### src/rtl/npc_mem_arbiter_if.sv
// Signal bundle between the IFU/LSU requesters, the memory arbiter and the
// DPI-backed pmem port. The arbiter takes the slave side, its environment the master.
interface npc_mem_arbiter_if;
  logic        if_req_valid;
  logic        if_req_ready;
  logic [63:0] if_req_addr;
  logic        if_resp_valid;
  logic        if_resp_ready;
  logic [63:0] if_resp_data;

  logic        ls_req_valid;
  logic        ls_req_ready;
  logic [63:0] ls_req_addr;
  logic        ls_req_wen;
  logic [63:0] ls_req_wdata;
  logic [7:0]  ls_req_wmask;
  logic        ls_resp_valid;
  logic        ls_resp_ready;
  logic [63:0] ls_resp_data;

  logic [63:0] mem_raddr;
  logic [63:0] mem_rdata;
  logic [63:0] mem_waddr;
  logic [63:0] mem_wdata;
  logic [7:0]  mem_wmask;

  modport slave (
    input  if_req_valid, if_req_addr, if_resp_ready,
    input  ls_req_valid, ls_req_addr, ls_req_wen, ls_req_wdata, ls_req_wmask, ls_resp_ready,
    input  mem_rdata,
    output if_req_ready, if_resp_valid, if_resp_data,
    output ls_req_ready, ls_resp_valid, ls_resp_data,
    output mem_raddr, mem_waddr, mem_wdata, mem_wmask
  );

  modport master (
    output if_req_valid, if_req_addr, if_resp_ready,
    output ls_req_valid, ls_req_addr, ls_req_wen, ls_req_wdata, ls_req_wmask, ls_resp_ready,
    output mem_rdata,
    input  if_req_ready, if_resp_valid, if_resp_data,
    input  ls_req_ready, ls_resp_valid, ls_resp_data,
    input  mem_raddr, mem_waddr, mem_wdata, mem_wmask
  );
endinterface

### src/rtl/npc_mem_arbiter.sv
// Round-robin arbiter and sequencer sharing the single pmem port between the
// instruction fetch unit (read-only) and the load/store unit (read/write).
module npc_mem_arbiter #(
  parameter int unsigned MEM_LAT   = 1,
  parameter logic [63:0] IDLE_ADDR = 64'h8000_0000
) (
  input  logic             clk,
  input  logic             rst,
  npc_mem_arbiter_if.slave bus
);

  localparam int unsigned      CNT_W    = $clog2(MEM_LAT) + 1;
  localparam logic [CNT_W-1:0] CNT_INIT = CNT_W'(MEM_LAT - 1);

  typedef enum logic [1:0] {
    S_IDLE   = 2'd0,
    S_ACCESS = 2'd1,
    S_RESP   = 2'd2
  } state_e;

  typedef enum logic {
    OWN_IF = 1'b0,
    OWN_LS = 1'b1
  } owner_e;

  state_e           r_state;
  state_e           w_state_nxt;
  logic [CNT_W-1:0] r_cnt;
  owner_e           r_owner;
  owner_e           r_last_grant;
  logic [63:0]      r_addr;
  logic             r_wen;
  logic [63:0]      r_mem_waddr;
  logic [63:0]      r_mem_wdata;
  logic [7:0]       r_mem_wmask;
  logic [63:0]      r_resp_data;

  logic             w_grant_if;
  logic             w_grant_ls;
  logic             w_store_accept;

  // NOTE: state registers use non-blocking assignments so every flop samples
  // the pre-edge value of its neighbours, independent of block ordering.
  always_ff @(posedge clk) begin
    if (rst) r_state <= S_IDLE;
    else     r_state <= w_state_nxt;
  end

  // NOTE: every signal written here gets a default first; a path that leaves
  // one unassigned would infer a latch.
  always_comb begin
    w_state_nxt       = r_state;
    w_grant_if        = 1'b0;
    w_grant_ls        = 1'b0;
    bus.if_req_ready  = 1'b0;
    bus.ls_req_ready  = 1'b0;
    bus.if_resp_valid = 1'b0;
    bus.ls_resp_valid = 1'b0;

    case (r_state)
      S_IDLE: begin
        // On a tie the requester that did not win last time goes first.
        w_grant_if       = bus.if_req_valid &
                           (~bus.ls_req_valid | (r_last_grant == OWN_LS));
        w_grant_ls       = bus.ls_req_valid & ~w_grant_if;
        bus.if_req_ready = w_grant_if & ~rst;
        bus.ls_req_ready = w_grant_ls & ~rst;
        if (w_grant_if | w_grant_ls) w_state_nxt = S_ACCESS;
      end

      S_ACCESS: begin
        if (r_cnt == '0) w_state_nxt = S_RESP;
      end

      S_RESP: begin
        bus.if_resp_valid = (r_owner == OWN_IF) & ~rst;
        bus.ls_resp_valid = (r_owner == OWN_LS) & ~rst;
        if ((r_owner == OWN_IF) ? bus.if_resp_ready : bus.ls_resp_ready)
          w_state_nxt = S_IDLE;
      end

      default: w_state_nxt = S_IDLE;
    endcase
  end

  assign w_store_accept = w_grant_ls & bus.ls_req_wen;

  // NOTE: only control and port-holding registers exist here (no storage
  // arrays), so every one of them gets an explicit reset value.
  always_ff @(posedge clk) begin
    if (rst) begin
      r_cnt        <= '0;
      r_owner      <= OWN_IF;
      r_last_grant <= OWN_LS;
      r_addr       <= IDLE_ADDR;
      r_wen        <= 1'b0;
      r_mem_waddr  <= '0;
      r_mem_wdata  <= '0;
      r_mem_wmask  <= '0;
      r_resp_data  <= '0;
    end else begin
      r_mem_wmask <= '0;

      if (w_grant_if | w_grant_ls) begin
        r_owner      <= w_grant_ls ? OWN_LS : OWN_IF;
        r_last_grant <= w_grant_ls ? OWN_LS : OWN_IF;
        r_addr       <= w_grant_ls ? bus.ls_req_addr : bus.if_req_addr;
        r_wen        <= w_store_accept;
        r_cnt        <= CNT_INIT;
      end

      // The strobe is loaded at accept so it is live in the first ACCESS
      // cycle only; a reset landing before that cycle suppresses it.
      if (w_store_accept) begin
        r_mem_waddr <= bus.ls_req_addr;
        r_mem_wdata <= bus.ls_req_wdata;
        r_mem_wmask <= bus.ls_req_wmask;
      end

      if (r_state == S_ACCESS) begin
        if (r_cnt != '0) r_cnt       <= r_cnt - CNT_W'(1);
        else             r_resp_data <= r_wen ? 64'h0 : bus.mem_rdata;
      end
    end
  end

  assign bus.mem_raddr    = r_addr;
  assign bus.mem_waddr    = r_mem_waddr;
  assign bus.mem_wdata    = r_mem_wdata;
  assign bus.mem_wmask    = r_mem_wmask;
  assign bus.if_resp_data = r_resp_data;
  assign bus.ls_resp_data = r_resp_data;

endmodule
### src/flat_wrapper.sv
// flat-port wrapper written by rule: the top's interface ports become plain ports
module npc_mem_arbiter_flat 
#(
  parameter int unsigned MEM_LAT   = 1,
  parameter logic [63:0] IDLE_ADDR = 64'h8000_0000
)
  (clk, rst, bus_if_req_valid, bus_if_req_addr, bus_if_resp_ready, bus_ls_req_valid, bus_ls_req_addr, bus_ls_req_wen, bus_ls_req_wdata, bus_ls_req_wmask, bus_ls_resp_ready, bus_mem_rdata, bus_if_req_ready, bus_if_resp_valid, bus_if_resp_data, bus_ls_req_ready, bus_ls_resp_valid, bus_ls_resp_data, bus_mem_raddr, bus_mem_waddr, bus_mem_wdata, bus_mem_wmask);
  npc_mem_arbiter_if bus_i ();
  input  logic clk;
  input  logic rst;
  input wire logic [$bits(bus_i.if_req_valid)-1:0] bus_if_req_valid;
  input wire logic [$bits(bus_i.if_req_addr)-1:0] bus_if_req_addr;
  input wire logic [$bits(bus_i.if_resp_ready)-1:0] bus_if_resp_ready;
  input wire logic [$bits(bus_i.ls_req_valid)-1:0] bus_ls_req_valid;
  input wire logic [$bits(bus_i.ls_req_addr)-1:0] bus_ls_req_addr;
  input wire logic [$bits(bus_i.ls_req_wen)-1:0] bus_ls_req_wen;
  input wire logic [$bits(bus_i.ls_req_wdata)-1:0] bus_ls_req_wdata;
  input wire logic [$bits(bus_i.ls_req_wmask)-1:0] bus_ls_req_wmask;
  input wire logic [$bits(bus_i.ls_resp_ready)-1:0] bus_ls_resp_ready;
  input wire logic [$bits(bus_i.mem_rdata)-1:0] bus_mem_rdata;
  output wire logic [$bits(bus_i.if_req_ready)-1:0] bus_if_req_ready;
  output wire logic [$bits(bus_i.if_resp_valid)-1:0] bus_if_resp_valid;
  output wire logic [$bits(bus_i.if_resp_data)-1:0] bus_if_resp_data;
  output wire logic [$bits(bus_i.ls_req_ready)-1:0] bus_ls_req_ready;
  output wire logic [$bits(bus_i.ls_resp_valid)-1:0] bus_ls_resp_valid;
  output wire logic [$bits(bus_i.ls_resp_data)-1:0] bus_ls_resp_data;
  output wire logic [$bits(bus_i.mem_raddr)-1:0] bus_mem_raddr;
  output wire logic [$bits(bus_i.mem_waddr)-1:0] bus_mem_waddr;
  output wire logic [$bits(bus_i.mem_wdata)-1:0] bus_mem_wdata;
  output wire logic [$bits(bus_i.mem_wmask)-1:0] bus_mem_wmask;
  assign bus_i.if_req_valid = bus_if_req_valid;
  assign bus_i.if_req_addr = bus_if_req_addr;
  assign bus_i.if_resp_ready = bus_if_resp_ready;
  assign bus_i.ls_req_valid = bus_ls_req_valid;
  assign bus_i.ls_req_addr = bus_ls_req_addr;
  assign bus_i.ls_req_wen = bus_ls_req_wen;
  assign bus_i.ls_req_wdata = bus_ls_req_wdata;
  assign bus_i.ls_req_wmask = bus_ls_req_wmask;
  assign bus_i.ls_resp_ready = bus_ls_resp_ready;
  assign bus_i.mem_rdata = bus_mem_rdata;
  assign bus_if_req_ready = bus_i.if_req_ready;
  assign bus_if_resp_valid = bus_i.if_resp_valid;
  assign bus_if_resp_data = bus_i.if_resp_data;
  assign bus_ls_req_ready = bus_i.ls_req_ready;
  assign bus_ls_resp_valid = bus_i.ls_resp_valid;
  assign bus_ls_resp_data = bus_i.ls_resp_data;
  assign bus_mem_raddr = bus_i.mem_raddr;
  assign bus_mem_waddr = bus_i.mem_waddr;
  assign bus_mem_wdata = bus_i.mem_wdata;
  assign bus_mem_wmask = bus_i.mem_wmask;
  npc_mem_arbiter #(.MEM_LAT(MEM_LAT), .IDLE_ADDR(IDLE_ADDR)) u_core (.clk(clk), .rst(rst), .bus(bus_i));
endmodule
### config.mk
export PLATFORM = sky130hd
export DESIGN_NAME = npc_mem_arbiter_flat
export DESIGN_NICKNAME = d
export VERILOG_FILES = /design/src/rtl/npc_mem_arbiter_if.sv /design/src/rtl/npc_mem_arbiter.sv /design/src/flat_wrapper.sv
export SDC_FILE = /design/constraint.sdc
export NUM_CORES = 1
export LEC_CHECK = 0
export CAP_MARGIN = 15
export CORE_AREA = 3 3 232 234
export DETAILED_ROUTE_END_ITERATION = 8
export DIE_AREA = 0 0 235 237
export DONT_BUFFER_PORTS = 1
export GPL_TIMING_DRIVEN = 0
export PLACE_DENSITY_LB_ADDON = 0.12
export SLEW_MARGIN = 10
export SYNTH_ARGS = -nofsm -noshare
export SYNTH_HDL_FRONTEND = slang
export SYNTH_SLANG_ARGS = --single-unit
### constraint.sdc
create_clock -name clk -period 3.9 [get_ports clk]
set_input_delay 0.585 -clock clk [delete_from_list [all_inputs] [get_ports clk]]
set_output_delay 0.585 -clock clk [all_outputs]
set_load 0.1 [all_outputs]
==> flow_summary.yaml, run 1 <==
cts:
  postCtsHoldBufs: 0
  htree_num_levels: 2
  cts_tree: "built"
  cts_root_buffer: "clkbuf_16"
  cts_setup_buffers: 0
  clock_latency_ns: 0.54
  cts_buffer_depth: 3
  clkSlewWorstSetupHoldPaths_ns: 0.06
  clock_sinks: 270
  cts_made_buffers: 36
critical_path:
  crit_path_end_kind: "output port"
  cp-start-kind: "input port"
  crit_type: "input port to output port"
  crit_arrival_ns: 3.16
  r2r_cells: 5
  cp_max_fo: 10
  crit-reg2reg-capture: "u_core.bus.mem_raddr[55]"
  reg2reg_from: "u_core.r_state[1]"
  critical_path_required_ns: 3.31
  reg2reg_slack_ns: 1.27
detailed_routing:
  drt_iter0_markers: 412
  dr.pass1.iters: 4
  route.detailed.drc: 0
  vias_per_cell: 4.75
  wl_per_cell_um: 25.6
  vias: 9925
  drt-total-wl_mm: 53.4
  ant_nets: 0
sta:
  finalSetupViolations: 0
  fin_crit_ns: 3.75
  clock_skew_ns: 0.0153
  drv_slew: 0
  fin_ws_ns: 0.152
  timing.hold.ws_ns: 0.165
  hold_viol_final: 0
  rsz0062_at_grt: "no"
  worst_pin_slew_ns: 1.18
  finalCritPeriodShare: 0.961
  slew_headroom: 0.212
  max_freq_mhz: 267
flow_run:
  maxCapViolations: 0
die:
  die_width_um: 235
  die_area_mm2: 0.0557
  rows: 84
  start_util: 0.233
  io-pin-count: 603
  chipHeight_um: 237
  fp.coreArea_mm2: 0.0522
synth:
  synth_flop_cell: "dfxtp_1"
  synthTopCellsByArea: "dfxtp_1 44%, nand2b_1 13%, mux2i_1 11%"
  synthTopCellsByCount: "270 x dfxtp_1, 256 x nand2b_1, 129 x a21oi_1, 129 x mux2i_1, 127 x nor3_1"
  synthMostInstantiatedCell: "dfxtp_1"
  syn_avg_cell_area_um2: 9.09
  synth_area_mm2: 0.0122
  yosys.area.top_type: "dfxtp_1"
  synthArstFlopShare: 0
  syn_inst: 1337
  synth_edf_count: 0
  synth.distinct_cells: 31
  yosysSeqAreaShare: 0.445
  ys_ff_latch: 270
  synth_warnings: 0
  syn_nets: 1608
  yosysTopAreaCellShare: 0.445
global_routing:
  grt_overflow: 0
  antenna_found_initial: 4
  grtUsageTotal: 0.181
  grt_pass1_vias: 9971
  grt_pass1_wl_mm: 74.9
  grt_max_degree: 12
finish:
  stdcell_area_mm2: 0.0143
  n_fill_cell: 5593
  nNetsFinal: 1649
  multiInputGateArea_mm2: 0.00576
  final_cell_count_no_fill: 2088
  regArea_mm2: 0.00541
  syn_to_final_growth_pct: 17.5
  layout-drive-gt1-share: 0.108
power_and_ir_drop:
  p_sw_uw: 3960
  p_int_uw: 5340
  p_leak_uw: 0.00479
  swShare: 0.426
  pwr-share-comb: 0.148
  ir_drop_uv: 254
  p_clk_frac: 0.351
  power_uw: 9300
  seq_power_share: 0.501
  power_density_mw_per_mm2: 651
min_path:
  hp-class: "input port to flop"
  hold_start: "bus_ls_req_wmask[0]"
  whs_endpoint: "u_core.bus.mem_wmask[0]"
  worstHoldPathCells: 1
placed_design:
  pre_cts_ws_ns: 0.00247
  gp_congestion: 0.797
  port-buffer-count: 0
  hpwl_mm: 40.7
  dp.cells: 2028
  placed_area_mm2: 0.0131
outcome:
  status: "finished clean"
## critical path, cell delays in order
cell and delay (ns):
buf_1 0.62, clkbuf_1 0.58, clkbuf_1 0.57, clkbuf_1 0.52
nor2_4 0.27
## placed cells by master, fill, tap and decap left out, types with 6 or more instances in the layout
master,netlist,layout
clkbuf_16,0,37
and2_1,9,9
clkbuf_1,91,98
buf_1,15,16
mux2i_1,129,129
nand2b_1,256,256
buf_4,76,76
nand2_1,66,66
a2111oi_0,65,65
nand3b_1,65,65
dfxtp_1,270,270
nor2_1,8,7
nor3_1,127,126
buf_2,11,11
clkbuf_8,0,6
a21oi_1,129,129
## timing repair
action / CTS / global route
gates resized for setup: 1 / 1
setup endpoints to repair: 1 / 1
pin swaps: 0 / 0
## stage by stage
stage           util  setup TNS [ns]
3_5_place_dp   0.251               0
4_1_cts        0.273               0
6_report       0.273               0
5_1_grt        0.273               0
2_1_floorplan      -               0
3_3_place_gp   0.249           -2.55
## state kept, by name (all words and copies together), names as in the netlist
| register | count |
|---|---|
| u_core.bus.if_resp_data | 64 |
| u_core.bus.mem_raddr | 64 |
| u_core.bus.mem_waddr | 64 |
| u_core.bus.mem_wdata | 64 |
| u_core.bus.mem_wmask | 8 |
| u_core.r_cnt | 1 |
| u_core.r_last_grant | 1 |
| u_core.r_owner | 1 |
| u_core.r_state | 2 |
| u_core.r_wen | 1 |
## metal layers
metal,track usage,vias up,share of wire
met5,0,-,0.00054
met4,0.0705,4,0.038
met3,0.0742,93,0.092
met2,0.301,421,0.48
met1,0.207,4759,0.39
li1,-,4648,-
## logic make-up after synthesis
group                  Yosys count  share of synthesized area
buffers and inverters          195                     0.0848
AOI/OAI and AO/OA              199                      0.104
DFF                            270                      0.445
and+or+nand+nor                544                      0.260
muxes                          129                      0.106
## worst max path at each step
stage	start	cells past startpoint	to	slack, ns
2_1_floorplan	rst	4	bus_if_req_ready	0.04
3_3_place_gp	rst	4	bus_if_req_ready	-1.40
3_5_place_dp	rst	5	bus_ls_req_ready	0.002
4_1_cts	rst	5	bus_ls_req_ready	0.08
5_1_grt	rst	5	bus_ls_req_ready	0.002
6_report	rst	5	bus_ls_req_ready	0.15
## area by class of cell
class	instances	area share
clock inverters	7	0.00640
flip-flops and latches	270	0.379
multi-input cells	872	0.403
repair buffers	3	0.00579
plain buffers	193	0.0717
inverters	2	0.000526
clock buffers	51	0.0728
diodes	2	0.000351
well taps	688	0.0603
## power groups by stage
stage,sequential (µW),combinational [µW],clock [µW]
after floorplan,4590,1090,0
after CTS,4660,1390,3380
after global placement,4710,1360,0
after detailed placement,4710,1380,0
final,4650,1380,3260
after global routing,4670,1480,3490
Power figures use the tool's default switching activity.
==> run 2, diff against run 1 <==
--- a/config.mk
+++ b/config.mk
@@ -5,12 +5,14 @@
 export SDC_FILE = /design/constraint.sdc
 export NUM_CORES = 1
 export LEC_CHECK = 0
+export ABC_AREA = 1
 export CAP_MARGIN = 15
-export CORE_AREA = 3 3 232 234
+export CORE_AREA = 3 3 236 238
 export DETAILED_ROUTE_END_ITERATION = 8
-export DIE_AREA = 0 0 235 237
+export DIE_AREA = 0 0 239 241
 export DONT_BUFFER_PORTS = 1
 export GPL_TIMING_DRIVEN = 0
+export HOLD_SLACK_MARGIN = 0.1
 export PLACE_DENSITY_LB_ADDON = 0.12
 export SLEW_MARGIN = 10
 export SYNTH_ARGS = -nofsm -noshare
==> run 2 against run 1 <==
  * Cell count is 11% higher
  * Setup slack improved by 0.86 ns
  * First-iteration DRC count grew 28%
  * Largest cell class is now sequential cells
  * Sequential share of layout area increased by 1.0 points
  * Non-clock buffer count is 24 higher
  * Clock skew increased by 0.0047 ns
  * Die area is 3.4% higher
  * Hold slack lost 0.0014 ns
  * Synthesized cell count is 17% higher
  * Sequential power decreased by 4%
  * Critical path type is now flop to output port
  * Combinational power up 3%
  * Largest power group unchanged
  * Critical path depth fell by 1
==> flow_summary.yaml, run 2 <==
outcome:
  status: "finished clean"
detailed_routing:
  ant_nets: 0
  route.detailed.drc: 0
  wl_per_cell_um: 23.9
  dr_wl_met3_mm: 5.00
  drt_iter0_markers: 529
  highest_layer: "met4"
  wl_met2_mm: 27.7
  vias: 11093
  wl_met1_mm: 21.5
  dr.pass1.iters: 5
  drt-total-wl_mm: 55.6
  vias_per_cell: 4.77
sta:
  setup_tns_ns: 0
  max_freq_mhz: 347
  worst_pin_slew_ns: 1.14
  finalCritPeriodShare: 0.739
  rsz0062_at_grt: "no"
  hold_viol_final: 0
  slew_headroom: 0.240
  timing.hold.ws_ns: 0.164
  fin_crit_ns: 2.88
  drv_slew: 0
  finalSetupViolations: 0
  clock_skew_ns: 0.0200
synth:
  yosys.area.top_type: "dfxtp_1"
  synthTopCellsByCount: "270 x dfxtp_1, 264 x nand2_1, 259 x a21oi_1"
  synth_top_family_by_area: "simple AND/OR/NAND/NOR gates"
  synth_xor_area_frac: 0
  syn_nets: 1836
  synth-adder-area-share: 0
  synthMuxAreaShare: 0
  syn_inst: 1565
  syn_avg_cell_area_um2: 7.57
  synth_warnings: 0
  yosysSeqAreaShare: 0.456
  yosysTopAreaCellShare: 0.456
  ys_ff_latch: 270
  synth_edf_count: 0
  synth.distinct_cells: 23
  synth_area_mm2: 0.0119
  synthMostInstantiatedCell: "dfxtp_1"
  synthArstFlopShare: 0
  yosys.area_share.simple: 0.265
  synth_compound_gate_area_share: 0.138
  synth_flop_cell: "dfxtp_1"
  synthTopCellsByArea: "dfxtp_1 46%, a21oi_1 11%, nand4_1 10%"
global_routing:
  grt_pass1_vias: 10821
  antenna_found_initial: 2
  grt_max_degree: 12
  grtUsageTotal: 0.182
  grt_pass1_wl_mm: 77.6
  grt_overflow: 0
flow_run:
  maxCapViolations: 0
critical_path:
  path_cells: "nor2_4 -> buf_6 -> nand2_2 -> nor2_4"
  crit_arrival_ns: 2.30
  reg2reg_from: "u_core.r_state[1]"
  slowest_delay_ns: 0.56
  path_common_cell: "nor2_4"
  cp_slowest_cell: "nor2_4"
  crit_type: "flop to output port"
  critical_path_required_ns: 3.31
  crit-reg2reg-capture: "u_core.bus.mem_wmask[1]"
  crit_path_end_kind: "output port"
  cp-start-kind: "flop"
  cp_max_fo: 10
  reg2reg_slack_ns: 1.48
  r2r_cells: 6
cts:
  clock_latency_ns: 0.56
  clock_sinks: 270
  postCtsHoldBufs: 0
  clkSlewWorstSetupHoldPaths_ns: 0.06
  cts_tree: "built"
  cts_resized: 0
  htree_num_levels: 2
  cts_root_buffer: "clkbuf_16"
  cts_setup_buffers: 0
  cts_made_buffers: 35
  cts_buffer_depth: 3
finish:
  mostFrequentLayoutCells: "270 x dfxtp_1, 264 x nand2_1, 259 x a21oi_1"
  nNetsFinal: 1875
  layout-drive-gt1-share: 0.147
  finalCoreUtilization: 0.258
  syn_to_final_growth_pct: 17.2
  n_fill_cell: 5963
  final_cell_count_no_fill: 2327
  final_common_cell: "dfxtp_1"
placed_design:
  hpwl_mm: 42.7
  port-buffer-count: 0
  gp_congestion: 0.799
  dp.cells: 2263
die:
  start_util: 0.220
  rows: 85
  die_width_um: 239
  io-pin-count: 603
  chipHeight_um: 241
  die_area_mm2: 0.0576
  fp.coreArea_mm2: 0.0538
power_and_ir_drop:
  ir_drop_uv: 255
  power_density_mw_per_mm2: 651
  p_leak_uw: 0.00536
min_path:
  whs_endpoint: "u_core.bus.mem_wmask[6]"
  worstHoldPathCells: 2
  hp-class: "input port to flop"
  hold_start: "bus_ls_req_wmask[6]"
run 2: how the worst max path moves through the flow:
| stage | from | to | slack, ns | depth (start not counted) |
|---|---|---|---|---|
| CTS | u_core.r_state[1] | bus_ls_req_ready | 0.91 | 4 |
| finish | u_core.r_state[1] | bus_ls_req_ready | 1.02 | 4 |
| floorplan | rst | bus_if_resp_valid | 0.45 | 2 |
| global route | u_core.r_state[1] | bus_ls_req_ready | 0.89 | 4 |
| global placement | rst | bus_if_resp_valid | 0.07 | 2 |
| detailed placement | rst | bus_ls_resp_valid | 0.95 | 4 |
run 2: metrics by stage:
step	area, µm²	power, µW	setup slack [ns]
floorplan	11900	5560	0.446
global placement	12700	5970	0.0661
detailed placement	12800	5980	0.946
CTS	13900	9200	0.908
global route	13900	9440	0.887
finish	13900	9040	1.02
run 2: where the power goes:
part / total [µW] / switching [µW] / internal (µW)
Sequential: 4480 / 1530 / 2950
Combinational: 1420 / 1040 / 388
Clock: 3140 / 1310 / 1830
Total: 9040 / 3870 / 5170
run 2: worst max-delay path, delay by kind of cell, from the launching register on:
| kind | cells | cell delay [ns] |
|---|---|---|
| AND/OR/NAND/NOR | 3 | 1.05 |
| flip-flops | 1 | 0.41 |
| buffers and inverters | 1 | 0.28 |
run 2: cells by family (layout without fill, tap and decap cells):
logic type,after synthesis,after routing
and+or+nand+nor,673,673
AOI/OAI and AO/OA,324,324
buffers and inverters,298,361
DFF,270,270
other,0,3
run 2: layout make-up:
cell class | count | area (µm²) | share of cell area
Sequential cell | 270 | 5410 | 0.389
Inverter | 80 | 300 | 0.0216
Clock buffer | 53 | 1030 | 0.0744
Tap cell | 696 | 871 | 0.0627
Clock inverter | 8 | 53.8 | 0.00387
Antenna cell | 3 | 7.51 | 0.000540
Multi-Input combinational cell | 997 | 4800 | 0.346
Timing Repair Buffer | 2 | 55.1 | 0.00396
Buffer | 218 | 1370 | 0.0984
run 2: layer usage:
layer | vias up | GRT usage
li1 | 5343 | -
met1 | 5210 | 0.210
met2 | 463 | 0.321
met3 | 77 | 0.0633
met4 | 0 | 0.0506
met5 | - | 0
